$ cat src/rtl/armleocpu_cache_arbiter_pkg.sv
// armleocpu_cache_arbiter_pkg: cache command/response encodings shared by the arbiter, fetch, execute and cache
package armleocpu_cache_arbiter_pkg;
  localparam int CACHE_CMD_W = 4;
  localparam logic [CACHE_CMD_W-1:0] CACHE_CMD_NONE      = 4'd0;
  localparam logic [CACHE_CMD_W-1:0] CACHE_CMD_EXECUTE   = 4'd1;
  localparam logic [CACHE_CMD_W-1:0] CACHE_CMD_LOAD      = 4'd2;
  localparam logic [CACHE_CMD_W-1:0] CACHE_CMD_STORE     = 4'd3;
  localparam logic [CACHE_CMD_W-1:0] CACHE_CMD_FLUSH_ALL = 4'd4;
  localparam logic [3:0] CACHE_RESPONSE_DONE          = 4'd1;
  localparam logic [3:0] CACHE_RESPONSE_MISSALIGNED   = 4'd2;
  localparam logic [3:0] CACHE_RESPONSE_PAGEFAULT     = 4'd3;
  localparam logic [3:0] CACHE_RESPONSE_ACCESSFAULT   = 4'd4;
endpackage

$ cat src/rtl/armleocpu_cache_arbiter_if.sv
// armleocpu_cache_arbiter_if: fetch, execute and cache command ports bundled around the arbiter
interface armleocpu_cache_arbiter_if;
  import armleocpu_cache_arbiter_pkg::*;
  logic [CACHE_CMD_W-1:0] f_cmd;
  logic [31:0]            f_address;
  logic                   f_done;
  logic [3:0]             f_response;
  logic [31:0]            f_load_data;
  logic [CACHE_CMD_W-1:0] m_cmd;
  logic [31:0]            m_address;
  logic [31:0]            m_store_data;
  logic [3:0]             m_store_byteenable;
  logic                   m_done;
  logic [3:0]             m_response;
  logic [31:0]            m_load_data;
  logic [CACHE_CMD_W-1:0] c_cmd;
  logic [31:0]            c_address;
  logic [31:0]            c_store_data;
  logic [3:0]             c_store_byteenable;
  logic                   c_done;
  logic [3:0]             c_response;
  logic [31:0]            c_load_data;
  modport slave (
    input  f_cmd, f_address, m_cmd, m_address, m_store_data, m_store_byteenable,
           c_done, c_response, c_load_data,
    output f_done, f_response, f_load_data, m_done, m_response, m_load_data,
           c_cmd, c_address, c_store_data, c_store_byteenable
  );
  modport master (
    output f_cmd, f_address, m_cmd, m_address, m_store_data, m_store_byteenable,
           c_done, c_response, c_load_data,
    input  f_done, f_response, f_load_data, m_done, m_response, m_load_data,
           c_cmd, c_address, c_store_data, c_store_byteenable
  );
endinterface

$ cat src/rtl/armleocpu_cache_arbiter_timeout.sv
// armleocpu_cache_arbiter_timeout: saturating outstanding-cycle counter with a sticky error flag
module armleocpu_cache_arbiter_timeout #(
  parameter int TIMEOUT_CYCLES = 1024,
  parameter int TIMEOUT_WIDTH  = 11
) (
  input  logic clk,
  input  logic rst_n,
  input  logic clear_i,
  input  logic inc_i,
  output logic err_o
);
  localparam logic [TIMEOUT_WIDTH-1:0] LIMIT = TIMEOUT_WIDTH'(TIMEOUT_CYCLES);
  localparam logic [TIMEOUT_WIDTH-1:0] MAX   = '1;
  logic [TIMEOUT_WIDTH-1:0] cnt_q, cnt_d;
  logic err_q, err_d;
  always_comb begin
    cnt_d = clear_i ? '0 : (inc_i && cnt_q != MAX) ? cnt_q + 1'b1 : cnt_q;
    // a zero limit disables the check entirely
    err_d = err_q || ((TIMEOUT_CYCLES != 0) && inc_i && !clear_i && cnt_q == LIMIT - 1'b1);
  end
  always_ff @(posedge clk or negedge rst_n) begin
    if (!rst_n) begin
      cnt_q <= '0;
      err_q <= 1'b0;
    end else begin
      cnt_q <= cnt_d;
      err_q <= err_d;
    end
  end
  assign err_o = err_q;
endmodule

$ cat src/rtl/armleocpu_cache_arbiter.sv
// armleocpu_cache_arbiter: round-robin share of one cache command port between fetch (0) and execute (1)
module armleocpu_cache_arbiter
  import armleocpu_cache_arbiter_pkg::*;
#(
  parameter int TIMEOUT_CYCLES = 1024,
  parameter int TIMEOUT_WIDTH  = 11
) (
  input  logic                     clk,
  input  logic                     rst_n,
  armleocpu_cache_arbiter_if.slave bus,
  output logic                     busy_o,
  output logic                     owner_o,
  output logic                     timeout_err_o
);
  typedef enum logic {IDLE, BUSY} state_e;
  state_e state_q, state_d;
  logic owner_q, owner_d, prio_q, prio_d;
  logic req0, req1, in_busy, done_ok, hold, grant, winner, sel, drive;
  always_comb begin
    req0    = bus.f_cmd != CACHE_CMD_NONE;
    req1    = bus.m_cmd != CACHE_CMD_NONE;
    in_busy = state_q == BUSY;
    done_ok = in_busy && bus.c_done;
    hold    = in_busy && !bus.c_done;
    // the done cycle doubles as an arbitration cycle, so back-to-back commands issue with no bubble
    grant   = !hold && (req0 || req1);
    winner  = (req0 && req1) ? prio_q : req1;
    sel     = grant ? winner : owner_q;
    drive   = rst_n && (grant || hold);
    bus.c_cmd              = !drive ? CACHE_CMD_NONE : sel ? bus.m_cmd : bus.f_cmd;
    bus.c_address          = !drive ? '0 : sel ? bus.m_address : bus.f_address;
    bus.c_store_data       = (drive && sel) ? bus.m_store_data : '0;
    bus.c_store_byteenable = (drive && sel) ? bus.m_store_byteenable : '0;
    bus.f_done             = done_ok && !owner_q;
    bus.m_done             = done_ok && owner_q;
    bus.f_response         = (done_ok && !owner_q) ? bus.c_response : '0;
    bus.f_load_data        = (done_ok && !owner_q) ? bus.c_load_data : '0;
    bus.m_response         = (done_ok && owner_q) ? bus.c_response : '0;
    bus.m_load_data        = (done_ok && owner_q) ? bus.c_load_data : '0;
    busy_o  = rst_n && (in_busy || req0 || req1);
    owner_o = sel;
    state_d = (grant || hold) ? BUSY : IDLE;
    owner_d = sel;
    prio_d  = grant ? !winner : prio_q;
  end
  always_ff @(posedge clk or negedge rst_n) begin
    if (!rst_n) begin
      state_q <= IDLE;
      owner_q <= 1'b0;
      prio_q  <= 1'b0;
    end else begin
      state_q <= state_d;
      owner_q <= owner_d;
      prio_q  <= prio_d;
    end
  end
  armleocpu_cache_arbiter_timeout #(
    .TIMEOUT_CYCLES(TIMEOUT_CYCLES),
    .TIMEOUT_WIDTH (TIMEOUT_WIDTH)
  ) u_timeout (
    .clk    (clk),
    .rst_n  (rst_n),
    .clear_i(!hold),
    .inc_i  (hold),
    .err_o  (timeout_err_o)
  );
`ifdef FORMAL_RULES
  a_cmd_stable: assert property (@(posedge clk) disable iff (!rst_n) hold |=> $stable(bus.c_cmd));
  a_one_done:   assert property (@(posedge clk) disable iff (!rst_n) !(bus.f_done && bus.m_done));
  a_done_busy:  assert property (@(posedge clk) disable iff (!rst_n) (bus.f_done || bus.m_done) |-> in_busy);
`endif
endmodule

$ cat src/flat_wrapper.sv
// flat-port wrapper written by rule: the top's interface ports become plain ports
module armleocpu_cache_arbiter_flat import armleocpu_cache_arbiter_pkg::*;
#(
  parameter int TIMEOUT_CYCLES = 1024,
  parameter int TIMEOUT_WIDTH  = 11
)
  (clk, rst_n, busy_o, owner_o, timeout_err_o, bus_f_cmd, bus_f_address, bus_m_cmd, bus_m_address, bus_m_store_data, bus_m_store_byteenable, bus_c_done, bus_c_response, bus_c_load_data, bus_f_done, bus_f_response, bus_f_load_data, bus_m_done, bus_m_response, bus_m_load_data, bus_c_cmd, bus_c_address, bus_c_store_data, bus_c_store_byteenable);
  armleocpu_cache_arbiter_if bus_i ();
  input  logic clk;
  input  logic rst_n;
  output logic busy_o;
  output logic owner_o;
  output logic timeout_err_o;
  input wire logic [$bits(bus_i.f_cmd)-1:0] bus_f_cmd;
  input wire logic [$bits(bus_i.f_address)-1:0] bus_f_address;
  input wire logic [$bits(bus_i.m_cmd)-1:0] bus_m_cmd;
  input wire logic [$bits(bus_i.m_address)-1:0] bus_m_address;
  input wire logic [$bits(bus_i.m_store_data)-1:0] bus_m_store_data;
  input wire logic [$bits(bus_i.m_store_byteenable)-1:0] bus_m_store_byteenable;
  input wire logic [$bits(bus_i.c_done)-1:0] bus_c_done;
  input wire logic [$bits(bus_i.c_response)-1:0] bus_c_response;
  input wire logic [$bits(bus_i.c_load_data)-1:0] bus_c_load_data;
  output wire logic [$bits(bus_i.f_done)-1:0] bus_f_done;
  output wire logic [$bits(bus_i.f_response)-1:0] bus_f_response;
  output wire logic [$bits(bus_i.f_load_data)-1:0] bus_f_load_data;
  output wire logic [$bits(bus_i.m_done)-1:0] bus_m_done;
  output wire logic [$bits(bus_i.m_response)-1:0] bus_m_response;
  output wire logic [$bits(bus_i.m_load_data)-1:0] bus_m_load_data;
  output wire logic [$bits(bus_i.c_cmd)-1:0] bus_c_cmd;
  output wire logic [$bits(bus_i.c_address)-1:0] bus_c_address;
  output wire logic [$bits(bus_i.c_store_data)-1:0] bus_c_store_data;
  output wire logic [$bits(bus_i.c_store_byteenable)-1:0] bus_c_store_byteenable;
  assign bus_i.f_cmd = bus_f_cmd;
  assign bus_i.f_address = bus_f_address;
  assign bus_i.m_cmd = bus_m_cmd;
  assign bus_i.m_address = bus_m_address;
  assign bus_i.m_store_data = bus_m_store_data;
  assign bus_i.m_store_byteenable = bus_m_store_byteenable;
  assign bus_i.c_done = bus_c_done;
  assign bus_i.c_response = bus_c_response;
  assign bus_i.c_load_data = bus_c_load_data;
  assign bus_f_done = bus_i.f_done;
  assign bus_f_response = bus_i.f_response;
  assign bus_f_load_data = bus_i.f_load_data;
  assign bus_m_done = bus_i.m_done;
  assign bus_m_response = bus_i.m_response;
  assign bus_m_load_data = bus_i.m_load_data;
  assign bus_c_cmd = bus_i.c_cmd;
  assign bus_c_address = bus_i.c_address;
  assign bus_c_store_data = bus_i.c_store_data;
  assign bus_c_store_byteenable = bus_i.c_store_byteenable;
  armleocpu_cache_arbiter #(.TIMEOUT_CYCLES(TIMEOUT_CYCLES), .TIMEOUT_WIDTH(TIMEOUT_WIDTH)) u_core (.clk(clk), .rst_n(rst_n), .bus(bus_i), .busy_o(busy_o), .owner_o(owner_o), .timeout_err_o(timeout_err_o));
endmodule
$ cat config.mk
export PLATFORM = sky130hd
export DESIGN_NAME = armleocpu_cache_arbiter_flat
export DESIGN_NICKNAME = d
export VERILOG_FILES = /design/src/rtl/armleocpu_cache_arbiter_pkg.sv /design/src/rtl/armleocpu_cache_arbiter_if.sv /design/src/rtl/armleocpu_cache_arbiter_timeout.sv /design/src/rtl/armleocpu_cache_arbiter.sv /design/src/flat_wrapper.sv
export SDC_FILE = /design/constraint.sdc
export NUM_CORES = 1
export LEC_CHECK = 0
export CAP_MARGIN = 30
export CELL_PAD_IN_SITES_DETAIL_PLACEMENT = 0
export CELL_PAD_IN_SITES_GLOBAL_PLACEMENT = 1
export CORE_MARGIN = 2
export CORE_UTILIZATION = 16
export CTS_CLUSTER_DIAMETER = 200
export DETAILED_ROUTE_END_ITERATION = 8
export GPL_TIMING_DRIVEN = 0
export PLACE_DENSITY = 0.9
export SETUP_SLACK_MARGIN = 0.5
export SLEW_MARGIN = 20
export SYNTH_ARGS = -nofsm -noshare
export SYNTH_HDL_FRONTEND = slang
export SYNTH_SLANG_ARGS = --single-unit
$ cat constraint.sdc
create_clock -name clk -period 5.8 [get_ports clk]
set_input_delay 1.74 -clock clk [delete_from_list [all_inputs] [get_ports clk]]
set_output_delay 1.74 -clock clk [all_outputs]
set_load 0.05 [all_outputs]
==> run summary <==
FF-to-FF setup slack - 3.88 ns
Clock Root Buffer - clkbuf_16
RSZ-0062 raised after global routing - false
Commonest non-fill, non-tap cell in the layout - clkdlybuf4s50_1
Mean number of vias per cell - 4.45
Post-DR wirelength/cell - 16.7 um
Tot GR Track Use - 16.6%
Slew headroom - 60.1%
Total of max-cap violations - 0
Antenna violations before repair - 3
Power per cell area - 183 nW/um^2
Initial Util - 16.5%
Net Switching - 0.530 mW
Area grow syn2layout - 153%
Number of CTS-inserted buffers - 3
RD Place Congestion - 0.945
Maximum root-to-sink buffer count - 2
Critical path data required time - 4.06 ns
I/O pin count - 296
Internal - 0.486 mW
Sw Share - 52.2%
Vias in the first global route - 3,513
CP Max Fanout - 10
Post-synthesis sequential area ratio - 17.1%
Post-Syn Instances - 327
Worst-margin pin slew - 0.584 ns
Clock input transition at the sequential cells of the worst setup and hold paths - 0.04 ns
Yosys warns - 0
Final Skew - 0.00546 ns
Hold WS - 0.487 ns
DRT Pass-1 Iters - 4
Final setup vio count - 0
DRC violations left - 0
Grt ovf - 0
DRT iter0 DRCs - 159
Share of cells above drive strength 1 - 30.7%
Crit start category - input pin
Period minus WS final - 5.25 ns
Clock Sinks - 15
CORE AREA - 13,300 um^2
Final #Nets - 788
Arr. time, crit path - 3.51 ns
Rows - 42
Global-route wire length before repair - 19.1 mm
Clk_lat worst skew - 0.25 ns
CTS tree - done
Static Leak - 2.42 nW
Maximum clock rate - 190 MHz
Crit. End Element - output port
Largest net degree at the start of global routing - 19
Syn Nets - 475
DP Wirelength - 11.1 mm
Final wirelength - 13.7 mm
Clk pwr share - 13.2%
H-tree depth - 1
Synthesized area per cell - 6.70 um^2
CTS Hold Bufs - 0
Die width - 121 um
Slew Viols, Final - 0
Final Instance Area - 5550 um^2
IO buf count - 295
Die area - 14,700 um^2
Area post-placement - 5370 um^2
Synth Register Bits - 15
Seq pwr share - 11.5%
Routed Antenna Nets - 0
Status - completed
Fin crit share - 90.6%
Synthesized area - 2190 um^2
Worst min-delay path category - reg2reg
Fillers - 1,418
Die height - 121 um
Most frequent cells in the layout - clkdlybuf4s50_1, and2_1, clkdlybuf4s15_2, buf_4, nand3_1
Max VDD drop - 0.000100 V
Logic gate share of total power - 75.3%
Total number of vias - 3,635
Hold Violations, Final - 0
Layout Utilization - 41.8%
Setup Crit Path Kind - in2out
Netlist cell types - 37
-- flip-flops by register name, summed over array words and instances, names as in the netlist --
signal and count:
u_core.u_timeout.cnt_q 11, u_core.u_timeout.err_o 1, u_core.prio_q 1, u_core.in_busy 1, u_core.owner_q 1
-- layout make-up --
cell class	instances	area, um^2	share of cell area (%)
buffer	28	211	3.81
inverter	1	3.75	0.0676
multi-input combinational	283	1760	31.7
sequential	15	375	6.76
antenna	2	5.00	0.0902
timing repair buffer	308	2900	52.2
tap	176	220	3.97
clock buffer	4	78.8	1.42
-- stage by stage --
stage	setup WS (ns)	power, mW	setup TNS [ns]	std cells
finish	0.548	1.02	0	817
global route	0.492	1.06	0	817
CTS	0.417	1.01	0	814
detailed placement	-0.459	0.879	-30.25	798
global placement	-0.414	0.873	-25.56	798
floorplan	0.517	0.569	0	327
-- cells in the mapped netlist --
| cell | count | area, um^2 |
|---|---|---|
| a2111oi_0 | 1 | 8.76 |
| a211oi_1 | 2 | 15.0 |
| a21boi_4 | 1 | 18.8 |
| a21o_1 | 1 | 7.51 |
| a21oi_1 | 39 | 195 |
| a31oi_1 | 3 | 18.8 |
| a41o_1 | 1 | 10.0 |
| and2_1 | 108 | 676 |
| and3_1 | 5 | 31.3 |
| and4_1 | 2 | 17.5 |
| buf_2 | 12 | 60.1 |
| buf_6 | 4 | 45.0 |
| clkbuf_1 | 9 | 33.8 |
| clkbuf_2 | 3 | 15.0 |
| dfrtp_1 | 15 | 375 |
| ha_1 | 1 | 12.5 |
| inv_1 | 1 | 3.75 |
| mux2i_1 | 1 | 10.0 |
| nand2_1 | 8 | 30.0 |
| nand2b_1 | 2 | 12.5 |
| nand3_1 | 40 | 200 |
| nand4_1 | 1 | 6.26 |
| nor2_1 | 10 | 37.5 |
| nor2b_1 | 1 | 6.26 |
| nor3_1 | 4 | 20.0 |
| nor4_1 | 1 | 6.26 |
| nor4_4 | 1 | 21.3 |
| o211a_2 | 1 | 10.0 |
| o211ai_2 | 1 | 12.5 |
| o21a_1 | 3 | 22.5 |
| o21ai_0 | 27 | 135 |
| o21ai_1 | 11 | 55.1 |
| o21ai_2 | 1 | 8.76 |
| o31ai_1 | 1 | 7.51 |
| or4_4 | 1 | 11.3 |
| xnor2_1 | 3 | 26.3 |
| xor2_1 | 1 | 8.76 |
-- layer usage --
layer	up-vias	global-route usage [%]	wire length, um
met5	-	0	13
met4	2	5.96	374
met3	23	3.71	1170
met2	175	30.5	7000
met1	1681	18.7	5120
li1	1754	-	-
-- power groups by stage --
stage | clock network, mW | logic (mW) | registers (mW)
floorplan | 0 | 0.454 | 0.115
global placement | 0 | 0.757 | 0.116
detailed placement | 0 | 0.763 | 0.116
CTS | 0.137 | 0.753 | 0.116
global route | 0.141 | 0.801 | 0.118
finish | 0.135 | 0.765 | 0.117
-- cells by family after synthesis --
logic type / count (synthesis) / synth area share [%]
xor+xnor: 4 / 1.60
mux: 1 / 0.457
fa+ha+maj: 1 / 0.571
simple gates: 184 / 49.1
buf+inv: 29 / 7.19
flops: 15 / 17.1
compound gates: 93 / 24.0
-- what timing repair did --
action,4_1_cts,5_1_grt
cloned,2,0
endpoints found under the hold margin,0,0
pin swaps,5,7
setup buffers,10,1
setup endpoints to repair,148,125
resized for setup,645,37
-- path summary, 6_finish.rpt --
path / to / startpoint / depth (start not counted)
max in group asynchronous: u_core.owner_q / rst_n / 1
hold / removal: u_core.u_timeout.err_o / u_core.u_timeout.err_o / 1
setup reg to reg: u_core.u_timeout.cnt_q[9] / u_core.u_timeout.cnt_q[0] / 5
setup / recovery: bus_c_cmd[1] / bus_m_cmd[2] / 7
min in group asynchronous: u_core.u_timeout.cnt_q[2] / rst_n / 1
hold reg to reg: u_core.u_timeout.err_o / u_core.u_timeout.err_o / 1
-- critical path: stages --
cell and delay (ns):
dlygate4sd2_1 0.26, or4_4 0.58, o211a_4 0.20, buf_2 0.18, o21ai_0 0.26, a21oi_2 0.09, buf_4 0.20
No activity file was read; power rests on OpenSTA's default activity.
